**config.mk**
```make
export PLATFORM = sky130hd
export DESIGN_NAME = fb_write_arbiter_flat
export DESIGN_NICKNAME = d
export VERILOG_FILES = /design/src/rtl/fb_write_arbiter_if.sv /design/src/rtl/fb_write_arbiter.sv /design/src/flat_wrapper.sv
export SDC_FILE = /design/constraint.sdc
export NUM_CORES = 1
export LEC_CHECK = 0
export CORE_MARGIN = 2
export CORE_UTILIZATION = 35
export CTS_BUF_LIST = sky130_fd_sc_hd__clkbuf_2 sky130_fd_sc_hd__clkbuf_4 sky130_fd_sc_hd__clkbuf_8
export DETAILED_ROUTE_END_ITERATION = 6
export PLACE_DENSITY = 0.7
export SETUP_SLACK_MARGIN = 0.05
export SLEW_MARGIN = 20
export SYNTH_ARGS = -nofsm -noshare
export SYNTH_HDL_FRONTEND = slang
export SYNTH_SLANG_ARGS = --single-unit
```
**constraint.sdc**
```tcl
create_clock -name clk_800k -period 2.35 [get_ports clk_800k]
set_input_delay 0.705 -clock clk_800k [delete_from_list [all_inputs] [get_ports clk_800k]]
set_output_delay 0.705 -clock clk_800k [all_outputs]
set_load 0.1 [all_outputs]
```
**src/rtl/fb_write_arbiter_if.sv**
```systemverilog
`default_nettype none
// ============================================================================
//  Module      : fb_write_arbiter_if
//  Description : Bundle of the two requester channels, the frame hold-off
//                input and the framebuffer write port of fb_write_arbiter.
//                master : requester / frame-source side (drives req/last/
//                         addr/data and frame_busy, observes grants and the
//                         write port)
//                slave  : the arbiter itself
//  Revision    : 1.0  initial release
// ============================================================================
interface fb_write_arbiter_if #(
    parameter int ADDR_W = 9,
    parameter int DATA_W = 8
);
    logic              req0;
    logic              last0;
    logic [ADDR_W-1:0] addr0;
    logic [DATA_W-1:0] data0;
    logic              gnt0;

    logic              req1;
    logic              last1;
    logic [ADDR_W-1:0] addr1;
    logic [DATA_W-1:0] data1;
    logic              gnt1;

    logic              frame_busy;

    logic [ADDR_W-1:0] waddr;
    logic [DATA_W-1:0] dout;
    logic              write_en;
    logic              addr_err;

    modport master (
        output req0, last0, addr0, data0,
        output req1, last1, addr1, data1,
        output frame_busy,
        input  gnt0, gnt1,
        input  waddr, dout, write_en, addr_err
    );

    modport slave (
        input  req0, last0, addr0, data0,
        input  req1, last1, addr1, data1,
        input  frame_busy,
        output gnt0, gnt1,
        output waddr, dout, write_en, addr_err
    );
endinterface
`default_nettype wire

```
**src/rtl/fb_write_arbiter.sv**
```systemverilog
`default_nettype none
// ============================================================================
//  Module      : fb_write_arbiter
//  Description : Round-robin burst arbiter sharing the framebuffer write port
//                between two requesters (req/gnt handshake). New grants are
//                held off while frame_busy is high so a frame being read out
//                is never torn; an active burst always runs to completion.
//  Ports       : clk_800k  sole clock, rising edge
//                nrst      asynchronous active-low reset
//                bus       fb_write_arbiter_if.slave
//                          req/last/addr/data/gnt x2, frame_busy,
//                          waddr/dout/write_en/addr_err
//  Revision    : 1.0  initial release
// ============================================================================
module fb_write_arbiter #(
    parameter int ADDR_W    = 9,
    parameter int DATA_W    = 8,
    parameter int ADDR_MAX  = 63,
    parameter int MAX_BURST = 16
) (
    input  wire logic          clk_800k,
    input  wire logic          nrst,
    fb_write_arbiter_if.slave  bus
);

    // Beat counter only needs to reach MAX_BURST-1.
    localparam int                c_cnt_w    = (MAX_BURST > 1) ? $clog2(MAX_BURST) : 1;
    localparam logic [c_cnt_w-1:0] c_cnt_last = c_cnt_w'(MAX_BURST - 1);
    localparam logic [ADDR_W-1:0]  c_addr_max = ADDR_W'(ADDR_MAX);

    typedef enum logic [1:0] {
        IDLE   = 2'd0,
        GRANT0 = 2'd1,
        GRANT1 = 2'd2
    } state_t;

    state_t              r_state;
    state_t              w_state_nxt;
    logic                r_prio;
    logic                w_prio_nxt;
    logic [c_cnt_w-1:0]  r_beat_cnt;
    logic [c_cnt_w-1:0]  w_beat_cnt_nxt;

    logic                w_accept;
    logic [ADDR_W-1:0]   w_sel_addr;
    logic [DATA_W-1:0]   w_sel_data;
    logic                w_addr_ok;

    logic [ADDR_W-1:0]   r_waddr;
    logic [DATA_W-1:0]   r_dout;
    logic                r_write_en;
    logic                r_addr_err;

    // ------------------------------------------------------------------
    // State, priority and beat counter
    // ------------------------------------------------------------------
    always_ff @(posedge clk_800k or negedge nrst) begin
        if (!nrst) begin
            r_state    <= IDLE;
            r_prio     <= 1'b0;
            r_beat_cnt <= '0;
        end else begin
            r_state    <= w_state_nxt;
            r_prio     <= w_prio_nxt;
            r_beat_cnt <= w_beat_cnt_nxt;
        end
    end

    always_comb begin
        w_state_nxt    = r_state;
        w_prio_nxt     = r_prio;
        w_beat_cnt_nxt = r_beat_cnt;
        w_accept       = 1'b0;
        w_sel_addr     = bus.addr0;
        w_sel_data     = bus.data0;

        case (r_state)
            IDLE: begin
                if (!bus.frame_busy && (bus.req0 || bus.req1)) begin
                    w_beat_cnt_nxt = '0;
                    if (bus.req0 && bus.req1)
                        w_state_nxt = r_prio ? GRANT1 : GRANT0;
                    else if (bus.req0)
                        w_state_nxt = GRANT0;
                    else
                        w_state_nxt = GRANT1;
                end
            end

            GRANT0: begin
                if (!bus.req0) begin
                    w_state_nxt = IDLE;
                    w_prio_nxt  = 1'b1;
                end else begin
                    w_accept = 1'b1;
                    if (bus.last0 || (r_beat_cnt == c_cnt_last)) begin
                        w_state_nxt = IDLE;
                        w_prio_nxt  = 1'b1;
                    end else begin
                        w_beat_cnt_nxt = r_beat_cnt + 1'b1;
                    end
                end
            end

            GRANT1: begin
                w_sel_addr = bus.addr1;
                w_sel_data = bus.data1;
                if (!bus.req1) begin
                    w_state_nxt = IDLE;
                    w_prio_nxt  = 1'b0;
                end else begin
                    w_accept = 1'b1;
                    if (bus.last1 || (r_beat_cnt == c_cnt_last)) begin
                        w_state_nxt = IDLE;
                        w_prio_nxt  = 1'b0;
                    end else begin
                        w_beat_cnt_nxt = r_beat_cnt + 1'b1;
                    end
                end
            end

            default: w_state_nxt = IDLE;
        endcase
    end

    // ------------------------------------------------------------------
    // Write path: one cycle behind the accepted beat. An out-of-range beat
    // is dropped and flagged; waddr/dout keep the last real write.
    // ------------------------------------------------------------------
    assign w_addr_ok = (w_sel_addr <= c_addr_max);

    always_ff @(posedge clk_800k or negedge nrst) begin
        if (!nrst) begin
            r_waddr    <= '0;
            r_dout     <= '0;
            r_write_en <= 1'b0;
            r_addr_err <= 1'b0;
        end else begin
            r_write_en <= w_accept && w_addr_ok;
            r_addr_err <= w_accept && !w_addr_ok;
            if (w_accept && w_addr_ok) begin
                r_waddr <= w_sel_addr;
                r_dout  <= w_sel_data;
            end
        end
    end

    assign bus.gnt0     = (r_state == GRANT0);
    assign bus.gnt1     = (r_state == GRANT1);
    assign bus.waddr    = r_waddr;
    assign bus.dout     = r_dout;
    assign bus.write_en = r_write_en;
    assign bus.addr_err = r_addr_err;

endmodule
`default_nettype wire
```
**src/flat_wrapper.sv**
```systemverilog
// flat-port wrapper written by rule: the top's interface ports become plain ports
module fb_write_arbiter_flat 
#(
    parameter int ADDR_W    = 9,
    parameter int DATA_W    = 8,
    parameter int ADDR_MAX  = 63,
    parameter int MAX_BURST = 16
)
  (clk_800k, nrst, bus_req0, bus_last0, bus_addr0, bus_data0, bus_req1, bus_last1, bus_addr1, bus_data1, bus_frame_busy, bus_gnt0, bus_gnt1, bus_waddr, bus_dout, bus_write_en, bus_addr_err);
  fb_write_arbiter_if #(.ADDR_W(ADDR_W), .DATA_W(DATA_W)) bus_i ();
  input  wire logic clk_800k;
  input  wire logic nrst;
  input wire logic [$bits(bus_i.req0)-1:0] bus_req0;
  input wire logic [$bits(bus_i.last0)-1:0] bus_last0;
  input wire logic [$bits(bus_i.addr0)-1:0] bus_addr0;
  input wire logic [$bits(bus_i.data0)-1:0] bus_data0;
  input wire logic [$bits(bus_i.req1)-1:0] bus_req1;
  input wire logic [$bits(bus_i.last1)-1:0] bus_last1;
  input wire logic [$bits(bus_i.addr1)-1:0] bus_addr1;
  input wire logic [$bits(bus_i.data1)-1:0] bus_data1;
  input wire logic [$bits(bus_i.frame_busy)-1:0] bus_frame_busy;
  output wire logic [$bits(bus_i.gnt0)-1:0] bus_gnt0;
  output wire logic [$bits(bus_i.gnt1)-1:0] bus_gnt1;
  output wire logic [$bits(bus_i.waddr)-1:0] bus_waddr;
  output wire logic [$bits(bus_i.dout)-1:0] bus_dout;
  output wire logic [$bits(bus_i.write_en)-1:0] bus_write_en;
  output wire logic [$bits(bus_i.addr_err)-1:0] bus_addr_err;
  assign bus_i.req0 = bus_req0;
  assign bus_i.last0 = bus_last0;
  assign bus_i.addr0 = bus_addr0;
  assign bus_i.data0 = bus_data0;
  assign bus_i.req1 = bus_req1;
  assign bus_i.last1 = bus_last1;
  assign bus_i.addr1 = bus_addr1;
  assign bus_i.data1 = bus_data1;
  assign bus_i.frame_busy = bus_frame_busy;
  assign bus_gnt0 = bus_i.gnt0;
  assign bus_gnt1 = bus_i.gnt1;
  assign bus_waddr = bus_i.waddr;
  assign bus_dout = bus_i.dout;
  assign bus_write_en = bus_i.write_en;
  assign bus_addr_err = bus_i.addr_err;
  fb_write_arbiter #(.ADDR_W(ADDR_W), .DATA_W(DATA_W), .ADDR_MAX(ADDR_MAX), .MAX_BURST(MAX_BURST)) u_core (.clk_800k(clk_800k), .nrst(nrst), .bus(bus_i));
endmodule
```
==> summary.md, run 1 <==
| Metric | Value |
|---|---|
| Post-CTS setup buffer count | 0 |
| CP Capture Type | output pin |
| Worst Tran Pin Value | 445 ps |
| Crit-path max FO | 8 |
| Mapped Area | 1350 um^2 |
| Yosys Warn Count | 0 |
| Multi-input gate area | 629 um^2 |
| CTS tree | yes |
| Post-synth cell types | 32 |
| Largest area contributor in the netlist | dfrtp_1 |
| DR vias/cell | 4.79 |
| Vias in the first global route | 1204 |
| CTS resizes | 0 |
| Setup crit start kind | flip-flop |
| Most common cell after layout, fill and taps aside | clkdlybuf4s50_1 |
| Clock transition at the registers of the reported paths | 90 ps |
| Worst vdd ir | 0.654 mV |
| Cts hold-fix bufs | 0 |
| Row cnt | 22 |
| Syn nets | 174 |
| FF+latch count, synth | 26 |
| Largest net degree at the start of global routing | 33 |
| Sequential element share of the synthesized area | 0.483 |
| Total I/O pin count | 62 |
| NumNets Final | 239 |
| Setup WS pre-CTS | 86.3 ps |
| Status | completed |
| IO Port Bufs | 61 |
| Period Utilization, post-route | 0.874 |
| EDFF count, synth | 0 |
| Die area | 4360 um^2 |
| Tmin final | 2050 ps |
| Top cells by area, synth | dfrtp_1 (48%), mux2i_1 (13%), o21ai_1 (5.9%) |
| Most frequent cells in the layout | clkdlybuf4s50_1 (40), dfrtp_1 (26), buf_4 (22), nand2_1 (19), mux2i_1 (17) |
| Vias | 1150 |
| H-tree levels | 1 |
| Max stage delay on crit path | 410 ps |
| Mean routed wirelength per cell | 12.4 um |
| Core ar. | 3690 um^2 |
| Yosys top cell area share | 0.483 |
| Drt initial violations | 45 |
| Die Ht | 66.1 um |
| Fin Setup TNS | 0 ps |
| Gr ovfl total | 0 |
| Critical Path Slowest Stage Cell | dfrtp_1 |
| WS Path Type | reg -> out |
| Syn avg cell area | 10.5 um^2 |
| Async SR Flop Fraction | 1.00 |
| Rel. slew slack | 0.699 |
| Fill cells | 355 |
| RSZ-0062 raised after global routing | false |
| # Max-Cap Violations | 0 |
| Type of the tightest min-delay check | reg -> reg |
| Diode count | 0 |
| Clock skew | 5.78 ps |
| Inst Count DP | 236 |
| Starting density of the core | 0.365 |
| First-pass GRT wire length | 5070 um |
| Clock sinks | 26 |
| CTS Buf Count | 3 |
| Area growth, synth to finish | 53.1% |
| Max Root-Sink Buffers | 2 |
| Total wire length | 2980 um |
| Synth Instances | 128 |
| Detail Route Antenna Nets | 0 |
| HPWL Detailed | 2300 um |
| Crit path DAT | 1350 ps |
| Area occupied by registers | 651 um^2 |
| P per Cell Area | 1380 nW/um^2 |
| Final WS setup | 295 ps |
| CP required | 1640 ps |
| Initial antenna violation count | 0 |
| Most used DFF post-synth | dfrtp_1 |
| Top delay family on crit path | flip-flops |
| Die Span X | 66.1 um |
| Fmax | 487 MHz |
| Clock latency at the later pin of the worst-skew pair | 270 ps |
| Final setup viols | 0 |
| DRC viols | 0 |
| Bufs and invs on worst path | 2 |
| Slew Viols, Final | 0 |
| RePlAce Congestion | 0.803 |
| Layout cells sized above 1 | 0.177 |
| Non-Filler Instances | 240 |
| Tot GR Track Use | 0.152 |
| First drt pass iteration count | 5 |
| Static leakage | 0.000961 uW |
| Critical Path, Cell by Cell | inv_1, ha_2, buf_12 |
| Final Hold Viols | 0 |
| Root buf cell | clkbuf_8 |
final timing paths:
check,start,end,slack (ps),cells past startpoint
worst min register to register,u_core.bus.waddr[2],u_core.bus.waddr[2],490,2
worst min-delay path,u_core.bus.waddr[2],u_core.bus.waddr[2],490,2
min in group asynchronous,nrst,u_core.r_prio,790,2
worst max-delay path,u_core.r_state[0],bus_gnt1,300,3
worst max register to register,u_core.r_state[0],u_core.bus.waddr[6],450,6
max in group asynchronous,nrst,u_core.bus.waddr[3],1300,2
Yosys cell counts, types with 2 or more instances:
cell      instances
dfrtp_1          26
mux2i_1          17
buf_2             2
nand2b_1          2
o21ai_1          16
inv_1             7
nand2_1          19
ha_1              5
and2_1            3
nand3_1           3
nor2_1            3
nor3_1            2
buf_6             3
a21oi_1           2
stage by stage:
step	hold WS (ps)	total power [uW]	instance area [um^2]	utilization
6_report	491	2840	2060	0.559
5_1_grt	526	3010	2060	0.559
4_1_cts	500	2880	2060	0.559
3_5_place_dp	476	2500	1990	0.540
3_3_place_gp	471	2460	1990	0.540
2_1_floorplan	409	2060	1350	-
state kept, by name (all words and copies together) (netlist names):
signal and cells:
u_core.bus.waddr 9, u_core.bus.addr_err 1, u_core.r_prio 1, u_core.r_beat_cnt 4
u_core.bus.write_en 1, u_core.bus.dout 8, u_core.r_state 2
power breakdown:
| part | internal, uW | total (uW) | leakage [uW] | switching [uW] |
|---|---|---|---|---|
| registers | 592 | 687 | 0.000346 | 95.3 |
| logic | 537 | 1790 | 0.000580 | 1250 |
| clock network | 228 | 369 | 0.0000357 | 141 |
area by class of cell:
| class | count | share of cell area |
|---|---|---|
| sequential | 26 | 0.315 |
| multi-input combinational | 90 | 0.305 |
| timing repair buffer | 65 | 0.303 |
| tap | 48 | 0.0291 |
| clock buffer | 3 | 0.0200 |
| clock inverter | 1 | 0.0146 |
| inverter | 7 | 0.0127 |
routing by layer:
metal,routed length (um),GRT usage
met3,235,0.0409
met5,0,0
met4,48,0.0689
met2,1440,0.271
met1,1260,0.168
cell families after synthesis:
logic type | synth area share
AO/OA/AOI/OAI | 0.131
adder cells (fa/ha/maj) | 0.0464
buffers and inverters | 0.0520
flip-flops | 0.483
multiplexers | 0.135
AND/OR/NAND/NOR | 0.153
worst min-delay path, stage by stage (launching register included):
cell     delay, ps
dfrtp_1        350
nand2_1         50
o21ai_1         60
Power figures use the tool's default switching activity.
==> inputs of run 2 (changes only) <==
--- a/config.mk
+++ b/config.mk
@@ -6,10 +6,10 @@
 export NUM_CORES = 1
 export LEC_CHECK = 0
 export CORE_MARGIN = 2
-export CORE_UTILIZATION = 35
+export CORE_UTILIZATION = 50
 export CTS_BUF_LIST = sky130_fd_sc_hd__clkbuf_2 sky130_fd_sc_hd__clkbuf_4 sky130_fd_sc_hd__clkbuf_8
 export DETAILED_ROUTE_END_ITERATION = 6
-export PLACE_DENSITY = 0.7
+export DONT_BUFFER_PORTS = 1
 export SETUP_SLACK_MARGIN = 0.05
 export SLEW_MARGIN = 20
 export SYNTH_ARGS = -nofsm -noshare
==> run 2 against run 1 <==
Largest cell class unchanged; critical path depth is the same; sequential power shrank 3.8%; utilization grew 6.8 points; register-to-register slack gained 20 ps; die area shrank 28%; worst hold slack lost 430 ps; design area shrank 23%; count of clock-buffer cells in the layout is the same; global-route usage grew 1.7 points; total power shrank 6.1%; critical endpoint is now bus_gnt0; flip-flop and latch count is the same.
==> summary.md, run 2 (synthesis results as in run 1) <==
| Metric | Value |
|---|---|
| CTS Buf Count | 3 |
| Rel. slew slack | 0.707 |
| Multi-input gate area | 639 um^2 |
| Fill cells | 213 |
| Worst Tran Pin Value | 433 ps |
| Clock transition at the registers of the reported paths | 140 ps |
| DR vias/cell | 5.48 |
| Hold WS | 58.1 ps |
| H-tree levels | 1 |
| Die Ht | 55.9 um |
| Setup crit start kind | flip-flop |
| Fin Setup TNS | 0 ps |
| Mean routed wirelength per cell | 14.2 um |
| First-pass GRT wire length | 4220 um |
| Type of the tightest min-delay check | in -> async |
| NumNets Final | 197 |
| Clock latency at the later pin of the worst-skew pair | 310 ps |
| Gr ovfl total | 0 |
| Vias | 987 |
| Total wire length | 2550 um |
| DRC viols | 0 |
| Die area | 3130 um^2 |
| Tmin final | 2170 ps |
| Core ar. | 2520 um^2 |
| R2R Setup Slk | 470 ps |
| Total I/O pin count | 62 |
| Vias in the first global route | 937 |
| Largest net degree at the start of global routing | 33 |
| Fmax | 460 MHz |
| Layout cells sized above 1 | 0.213 |
| First drt pass iteration count | 4 |
| HPWL Detailed | 2000 um |
| Worst vdd ir | 1.05 mV |
| Post-CTS setup buffer count | 0 |
| RePlAce Congestion | 0.756 |
| RSZ-0062 raised after global routing | false |
| WS Path Type | reg -> out |
| Row cnt | 18 |
| Tot GR Track Use | 0.170 |
| Status | completed |
| Period Utilization, post-route | 0.924 |
| Final Hold Viols | 0 |
| Reg2reg end | u_core.bus.waddr[6] |
| Static leakage | 0.000777 uW |
| Crit-path max FO | 5 |
| CP required | 1640 ps |
| Final setup viols | 0 |
| Area occupied by registers | 651 um^2 |
| Diode count | 0 |
| Die Span X | 55.9 um |
| R2R depth | 6 |
| Max Root-Sink Buffers | 2 |
| P per Cell Area | 1690 nW/um^2 |
| Detail Route Antenna Nets | 0 |
| Initial antenna violation count | 0 |
| # Max-Cap Violations | 0 |
| Worst setup path end | bus_gnt0 |
| Most frequent cells in the layout | dfrtp_1 (26), buf_4 (22), nand2_1 (19), mux2i_1 (17), o21ai_1 (16) |
| Slew Viols, Final | 0 |
| Area growth, synth to finish | 17.5% |
| CP Capture Type | output pin |
| Worst r2r src | u_core.r_state[0] |
| Starting density of the core | 0.534 |
| Max reg flops | 9 |
| Root buf cell | clkbuf_4 |
| Crit path DAT | 1470 ps |
| Clock skew | 5.20 ps |
| Clock sinks | 26 |
| IO Port Bufs | 0 |
| CP Launch Point | u_core.r_state[1] |
| CTS tree | yes |
| Most common cell after layout, fill and taps aside | dfrtp_1 |
| Drt initial violations | 41 |
[run 2: changes by cell type in the layout (fill, tap and decap cells not counted), sizes merged]
cell and change:
buf -2, clkdlybuf4s50 -40
[run 2: area by class of cell]
| class | count | area share |
|---|---|---|
| clock buffers | 3 | 0.0142 |
| clock inverters | 1 | 0.0190 |
| inverters | 7 | 0.0166 |
| multi-input cells | 90 | 0.404 |
| flip-flops and latches | 26 | 0.411 |
| well taps | 30 | 0.0237 |
| repair buffers | 23 | 0.111 |
[run 2: critical path: stages, from the launching register on]
cell and delay, ps:
dfrtp_1 450, inv_1 110, ha_1 270, buf_4 330
[run 2: how the worst min path moves through the flow]
stage | from | endpoint | slack, ps | cells after the start
after detailed placement | nrst | u_core.r_beat_cnt[3] | 410 | 0
after global placement | nrst | u_core.r_state[1] | 410 | 0
after global routing | nrst | u_core.r_beat_cnt[3] | 20 | 0
after floorplan | nrst | u_core.bus.addr_err | 410 | 0
after CTS | nrst | u_core.r_beat_cnt[3] | 50 | 0
final | nrst | u_core.r_beat_cnt[3] | 60 | 0
[run 2: power breakdown]
group	switching (uW)	internal, uW
sequential	71.7	590
clock	127	172
combinational	1260	454
[run 2: per-stage QoR]
| step | setup slack (ps) | utilization | area, um^2 | cells | power (uW) |
|---|---|---|---|---|---|
| 3_3_place_gp | 463 | 0.601 | 1520 | 176 | 2320 |
| 2_1_floorplan | 63.8 | - | 1350 | 128 | 2060 |
| 5_1_grt | 104 | 0.627 | 1580 | 180 | 2810 |
| 4_1_cts | 52.4 | 0.622 | 1570 | 180 | 2660 |
| 6_report | 178 | 0.627 | 1580 | 180 | 2670 |
| 3_5_place_dp | 369 | 0.601 | 1520 | 176 | 2360 |
[run 2: routing by layer]
layer  vias to the layer above  track usage  share of wire
met4                         0       0.0408         0.0039
met3                         2       0.0326          0.071
met2                        44        0.306           0.52
met5                         -            0              0
li1                        492            -              -
met1                       449        0.209           0.40
[run 2: repair_timing]
item / in CTS / in global routing
gates resized for setup: 0 / 2
endpoints found under the setup margin: 0 / 1
hold buffers: 0 / 0
==> inputs of run 3 (changes only) <==
--- a/config.mk
+++ b/config.mk
@@ -8,6 +8,7 @@
 export CORE_MARGIN = 2
 export CORE_UTILIZATION = 50
 export CTS_BUF_LIST = sky130_fd_sc_hd__clkbuf_2 sky130_fd_sc_hd__clkbuf_4 sky130_fd_sc_hd__clkbuf_8
+export CTS_CLUSTER_SIZE = 10
 export DETAILED_ROUTE_END_ITERATION = 6
 export DONT_BUFFER_PORTS = 1
 export SETUP_SLACK_MARGIN = 0.05
==> results of run 3 <==
Same layout as run 2: the final DEF is identical, and so are final timing and power.
==> RTL change 1 (settings of run 3) <==
The 3 states of `state_t` get a one-hot encoding in 3 bits.
--- a/src/rtl/fb_write_arbiter.sv
+++ b/src/rtl/fb_write_arbiter.sv
@@ -30,6 +30,6 @@
 
-    typedef enum logic [1:0] {
-        IDLE   = 2'd0,
-        GRANT0 = 2'd1,
-        GRANT1 = 2'd2
+    typedef enum logic [2:0] {
+        IDLE   = 3'b001,
+        GRANT0 = 3'b010,
+        GRANT1 = 3'b100
     } state_t;
Formal check against the unedited RTL: same outputs for any inputs over 10 cycles, from zero or initial values and one cycle with nrst low; not proved beyond that.
==> RTL change 1 against run 3 <==
Utilization rose by 0.13 points; worst setup slack got worse by 0.045 ns; sequential cell count rose by 1; cell area fell by 1.6%; power fell by 20%; routed wire length fell by 7.6%; area after synthesis fell by 2.2%; hold slack got worse by 0.0032 ns; largest power group unchanged.
==> RTL change 1: results (changes against run 3) <==
Parameter                              Value

GRT
  Global-route usage over all layers    17.4% (+0.45 points)
  Met2 track demand over resource    26.7% (-3.9 points)
  Wire length of the first global-routing pass    4.33 mm (+2.6%)
  Met3 GRT Util    4.22% (+0.96 points)
  Via count of the first global-routing pass    974 (+3.9%)
  Maximum number of pins on one net before global-route repair    33 (unchanged)
  Met1 track utilization from global routing    24.1% (+3.2 points)
  Antenna violations before repair    0 (unchanged)

Worst setup path
  Reg-to-reg startpoint    u_core.r_state[2]$_DFFE_PN0P_
  FF-to-FF path depth    5 (-1)
  Crit path max-delay family    flip-flops
  Slowest stage cell on the critical path    sky130_fd_sc_hd__dfrtp_1
  Worst r2r dst    u_core.bus.waddr[1]$_DFFE_PN0P_
  Critical path fanouts, max    5 (unchanged)
  Slack of the worst reg-to-reg path    0.40 ns (-0.07 ns)
  Worst path max stage delay    0.48 ns (+0.03 ns)
  Signal arrival time at the worst endpoint    1.51 ns (+0.04 ns)

Timing
  Slew Limit Fails    0 (unchanged)
  Actual transition at the worst max-transition pin    0.586 ns (+0.153 ns)
  Fin Hold WS    0.0549 ns (-0.00320 ns)
  Layout Skew    0.00155 ns (-0.00365 ns)

Run status
  Run status    finished, final reports clean

Logic synthesis
  Dominant cells by area after synthesis    sky130_fd_sc_hd__dfrtp_1 49%, sky130_fd_sc_hd__mux2i_1 12%, sky130_fd_sc_hd__a21oi_1 5.7%
  Sequential fraction of the synthesis area    51.4% (+3.1 points)
  Proportion of register bits with asynchronous set or reset after synthesis    100% (unchanged)
  Yosys warns    0 (unchanged)
  Number of distinct library cells after synthesis    32 (unchanged)
  Net count after synthesis    162 (-6.9%)
  Most common library cells after synthesis    26 x sky130_fd_sc_hd__dfrtp_1, 16 x sky130_fd_sc_hd__mux2i_1, 16 x sky130_fd_sc_hd__nor2_1, 15 x sky130_fd_sc_hd__a21oi_1, 7 x sky130_fd_sc_hd__nand2_1

Clocking
  Root Buffer Master    sky130_fd_sc_hd__clkbuf_4
  Clock Path Buffers    2 (unchanged)
  Number of levels in the clock H-tree    1 (unchanged)
  TritonCTS buffer count    3 (unchanged)
  Register clock-pin slew on the reported worst setup and hold paths    0.14 ns (about the same)
  Source-to-sink clock delay at the later pin of the worst-skew pair    0.32 ns

Placed design
  Final GP Congestion    0.742 (-1.9%)
  HPWL reported at the end of detailed placement    1.79 mm (-10%)
  Number of port buffers    0 (unchanged)
  Area after DPL    1520 um^2 (+0.41%)

Layout
  Layout cell share with drive strength beyond 1    28.7% (+7.3 points)
  Fillers    211 (-0.94%)
  Antenna Diode Count    0 (unchanged)
  Net count, final    186 (-5.6%)
  Max FFs per register    9 (unchanged)

Power and ir drop
  Leakage power    0.000717 uW (-7.7%)
  Net Sw Frac    55.4% (+0.94 points)
  Peak VDD IR    1.43 mV (+36%)

Detailed routing
  Vias post-DR    929 (-5.9%)
  Total routed wirelength    2.36 mm (-7.6%)
  Number of detailed-route iterations in the first pass    4 (unchanged)
  Detailed router's first-iteration violation count    15 (-63%)

Hold path
  Path class of the lowest-slack min-delay path    in2async
RTL change 1: cell types whose count changed after synthesis, sizes merged, moves of 3 or more:
cell,run 3,this run
a21oi,2,15
ha,5,1
inv,7,3
nand2,19,7
nor2,3,17
nor2b,1,4
o21ai,18,5
RTL change 1: per-layer routing:
layer	vias to the layer above	routed length [um]	share of wire, %
met4	0	13	0.55
met3	2	195	8.3
met1	419	1080	46
li1	469	-	-
met2	39	1070	45
met5	-	0	0
RTL change 1: logic make-up after synthesis:
logic type | count (synthesis) | synth area share [%]
multiplexers | 17 | 13.3
AND/OR/NAND/NOR | 41 | 17.9
flip-flops | 27 | 51.4
AO/OA/AOI/OAI | 26 | 13.2
buffers and inverters | 8 | 3.23
adder cells (fa/ha/maj) | 1 | 0.950
RTL change 1: power by group through the flow:
stage                     Combinational, uW  Sequential [uW]  Clock (uW)
after floorplan                         284             1430           0
after global placement                 1260              686           0
after detailed placement               1270              689           0
after CTS                              1280              679         204
after global routing                   1330              697         222
final                                  1270              678         197
RTL change 1: layout make-up:
cell class	count	area, um^2	area share (%)
Clock buffer	3	22.5	1.45
Clock inverter	1	5.00	0.321
Inverter	3	11.3	0.723
Multi-Input combinational cell	85	604	38.8
Sequential cell	27	677	43.5
Tap cell	30	37.5	2.41
Timing Repair Buffer	24	200	12.9
RTL change 1: worst max-delay path by stage:
stage	startpoint	end	depth (start not counted)
floorplan	u_core.r_state[1]$_DFFE_PN0P_	u_core.r_beat_cnt[0]$_DFFE_PN0P_	4
global placement	u_core.r_state[2]$_DFFE_PN0P_	bus_gnt1	2
detailed placement	u_core.r_state[2]$_DFFE_PN0P_	u_core.bus.dout[6]$_DFFE_PN0P_	4
CTS	u_core.r_state[1]$_DFFE_PN0P_	bus_gnt0	2
global route	u_core.r_state[1]$_DFFE_PN0P_	bus_gnt0	2
finish	u_core.r_state[1]$_DFFE_PN0P_	bus_gnt0	2
RTL change 1: worst register-to-register path: cells and delay by family (launching register included):
family | cells | cell delay [ns]
DFF | 1 | 0.48
and+or+nand+nor | 2 | 0.46
buffers and inverters | 1 | 0.24
AOI/OAI and AO/OA | 2 | 0.71
RTL change 1: metrics by stage:
stage	worst slack, ns	util, %	instances	total power [uW]
floorplan	0.122	-	120	1720
global placement	0.459	61.5	168	1950
detailed placement	0.389	61.5	168	1960
CTS	0.118	62.9	173	2160
global route	0.0550	62.9	173	2250
finish	0.133	62.9	173	2150
RTL change 1: repair_timing:
| action | 4_1_cts | 5_1_grt |
|---|---|---|
| gates resized for setup | 0 | 0 |
| endpoints found under the setup margin | 1 | 0 |
| buffers inserted | 1 | 0 |
==> RTL change 2 (flow settings as in run 3) <==
Made on the original files. `DATA_W` is set to 8 in 3 places; all go to 6.
--- a/src/rtl/fb_write_arbiter_if.sv
+++ b/src/rtl/fb_write_arbiter_if.sv
@@ -13,3 +13,3 @@
     parameter int ADDR_W = 9,
-    parameter int DATA_W = 8
+    parameter int DATA_W = 6
 );
--- a/src/rtl/fb_write_arbiter.sv
+++ b/src/rtl/fb_write_arbiter.sv
@@ -16,3 +16,3 @@
     parameter int ADDR_W    = 9,
-    parameter int DATA_W    = 8,
+    parameter int DATA_W    = 6,
     parameter int ADDR_MAX  = 63,
--- a/src/flat_wrapper.sv
+++ b/src/flat_wrapper.sv
@@ -4,3 +4,3 @@
     parameter int ADDR_W    = 9,
-    parameter int DATA_W    = 8,
+    parameter int DATA_W    = 6,
     parameter int ADDR_MAX  = 63,
Interface: changed (resized bus_data0, bus_data1 and bus_dout); port bits go from 62 to 56. No check against the original RTL was run, so the function may have changed too.
==> RTL change 2 against run 3 <==
Synthesized cell count down 7.0%; worst setup slack worse by 0.022 ns; sequential power down 9.4%; die area down 2.9%; sequential cell count down 2; area after synthesis down 3.2%; power down 17%; via count down 7.3%; cell area down 5.5%; routed wire length down 13%; utilization down 2.3 points; critical path type unchanged; global-route usage down 0.44 points; largest cell class is now multi-input gates.
==> RTL change 2: results (changes against run 3) <==
Parameter                              Value

Logic synthesis
  Number of distinct library cells after synthesis    32 (unchanged)
  Adder-Cell Fraction of Synth Area    4.79% (+0.15 points)
  Dominant cells by area after synthesis    sky130_fd_sc_hd__dfrtp_1 46%, sky130_fd_sc_hd__mux2i_1 12%, sky130_fd_sc_hd__o21ai_2 5.4%
  Sequential fraction of the synthesis area    46.0% (-2.3 points)
  Mean Syn Cell Area    11.0 um^2 (+4.2%)
  Most common library cells after synthesis    24 x sky130_fd_sc_hd__dfrtp_1, 18 x sky130_fd_sc_hd__nand2_1, 15 x sky130_fd_sc_hd__mux2i_1, 8 x sky130_fd_sc_hd__o21ai_2, 6 x sky130_fd_sc_hd__inv_1
  Post-synthesis compound-gate area fraction    15.4% (+2.3 points)
  Net count after synthesis    161 (-7.5%)

Layout
  Layout cell share with drive strength beyond 1    26.6% (+5.3 points)
  Net count, final    182 (-7.6%)

Worst setup path
  Critical path fanouts, max    11 (+6)
  Signal arrival time at the worst endpoint    1.49 ns (+0.02 ns)
  Worst path max stage delay    0.42 ns (-0.03 ns)

Detailed routing
  WL met2    1.09 mm (-18%)
  Vias post-DR    915 (-7.3%)
  M1 wire length    956 um (-7.3%)
  Met3 wirelength from detailed routing    156 um (-14%)
  Detailed router's first-iteration violation count    12 (-71%)
  Total routed wirelength    2.23 mm (-13%)
  Mean routed wirelength per cell    13.2 um (-6.8%)

Run status
  Run status    finished, final reports clean

GRT
  Wire length of the first global-routing pass    3.48 mm (-18%)
  Via count of the first global-routing pass    826 (-12%)
  Maximum number of pins on one net before global-route repair    29 (-12%)
  Global-route usage over all layers    16.5% (-0.44 points)
  Met1 track utilization from global routing    20.8% (-0.14 points)
  Met3 GRT Util    3.49% (+0.24 points)
  Met2 track demand over resource    28.0% (-2.6 points)

Clocking
  Root Buffer Master    sky130_fd_sc_hd__clkbuf_4
  Register clock-pin slew on the reported worst setup and hold paths    0.12 ns (-0.02 ns)

Placed design
  Area after DPL    1460 um^2 (-4.0%)
  Dpl ws    0.398 ns (+0.0292 ns)
  Final GP Congestion    0.688 (-9.0%)
  HPWL reported at the end of detailed placement    1.80 mm (-10%)
  Dpl cells    165 (-6.3%)

Power and ir drop
  Leakage power    0.000725 uW (-6.7%)
  P_clk    206 uW (-31%)
  Peak VDD IR    0.931 mV (-11%)
  Power share of the sequential group    26.9% (+2.1 points)
  Power density over the cells    1490 nW/um^2 (-12%)
  Net Sw Frac    54.6% (+0.16 points)

Timing
  Slew Limit Fails    0 (unchanged)
  Layout Skew    0.00261 ns (-0.00259 ns)
  Worst slew margin    50.4% (-20 points)
-- RTL change 2: changes by cell type in the layout (fill, tap and decap cells not counted), sizes merged, moves of 2 or more --
| cell | before | now |
|---|---|---|
| buf | 23 | 20 |
| dfrtp | 26 | 24 |
| mux2i | 17 | 15 |
| o21ai | 18 | 16 |
-- RTL change 2: worst reg2reg max path: stages (launching register included) --
cell and delay [ns]:
sky130_fd_sc_hd__dfrtp_1 0.42, sky130_fd_sc_hd__inv_1 0.12, sky130_fd_sc_hd__ha_2 0.37, sky130_fd_sc_hd__nor4_4 0.10
sky130_fd_sc_hd__o211ai_4 0.63, sky130_fd_sc_hd__nand2_1 0.15, sky130_fd_sc_hd__o21ai_2 0.08
-- RTL change 2: final cells by class --
cell class / count / area, um^2
Fill cell: 219 / 981
Multi-Input combinational cell: 85 / 646
Sequential cell: 24 / 601
Timing Repair Buffer: 20 / 154
Tap cell: 30 / 37.5
Clock buffer: 4 / 36.3
Inverter: 6 / 22.5
-- RTL change 2: worst paths after layout --
| check | endpoint | start | slack, ns |
|---|---|---|---|
| max reg2reg | u_core.bus.dout[5]$_DFFE_PN0P_ | u_core.r_state[0]$_DFFE_PN0P_ | 0.40 |
| max | bus_gnt1 | u_core.r_state[0]$_DFFE_PN0P_ | 0.16 |
| min | u_core.r_beat_cnt[3]$_DFFE_PN0P_ | nrst | 0.07 |
| min in group clk_800k | u_core.r_prio$_DFFE_PN0P_ | u_core.r_prio$_DFFE_PN0P_ | 0.52 |
| max in group asynchronous | u_core.bus.waddr[0]$_DFFE_PN0P_ | nrst | 2.20 |
| min reg2reg | u_core.r_prio$_DFFE_PN0P_ | u_core.r_prio$_DFFE_PN0P_ | 0.52 |
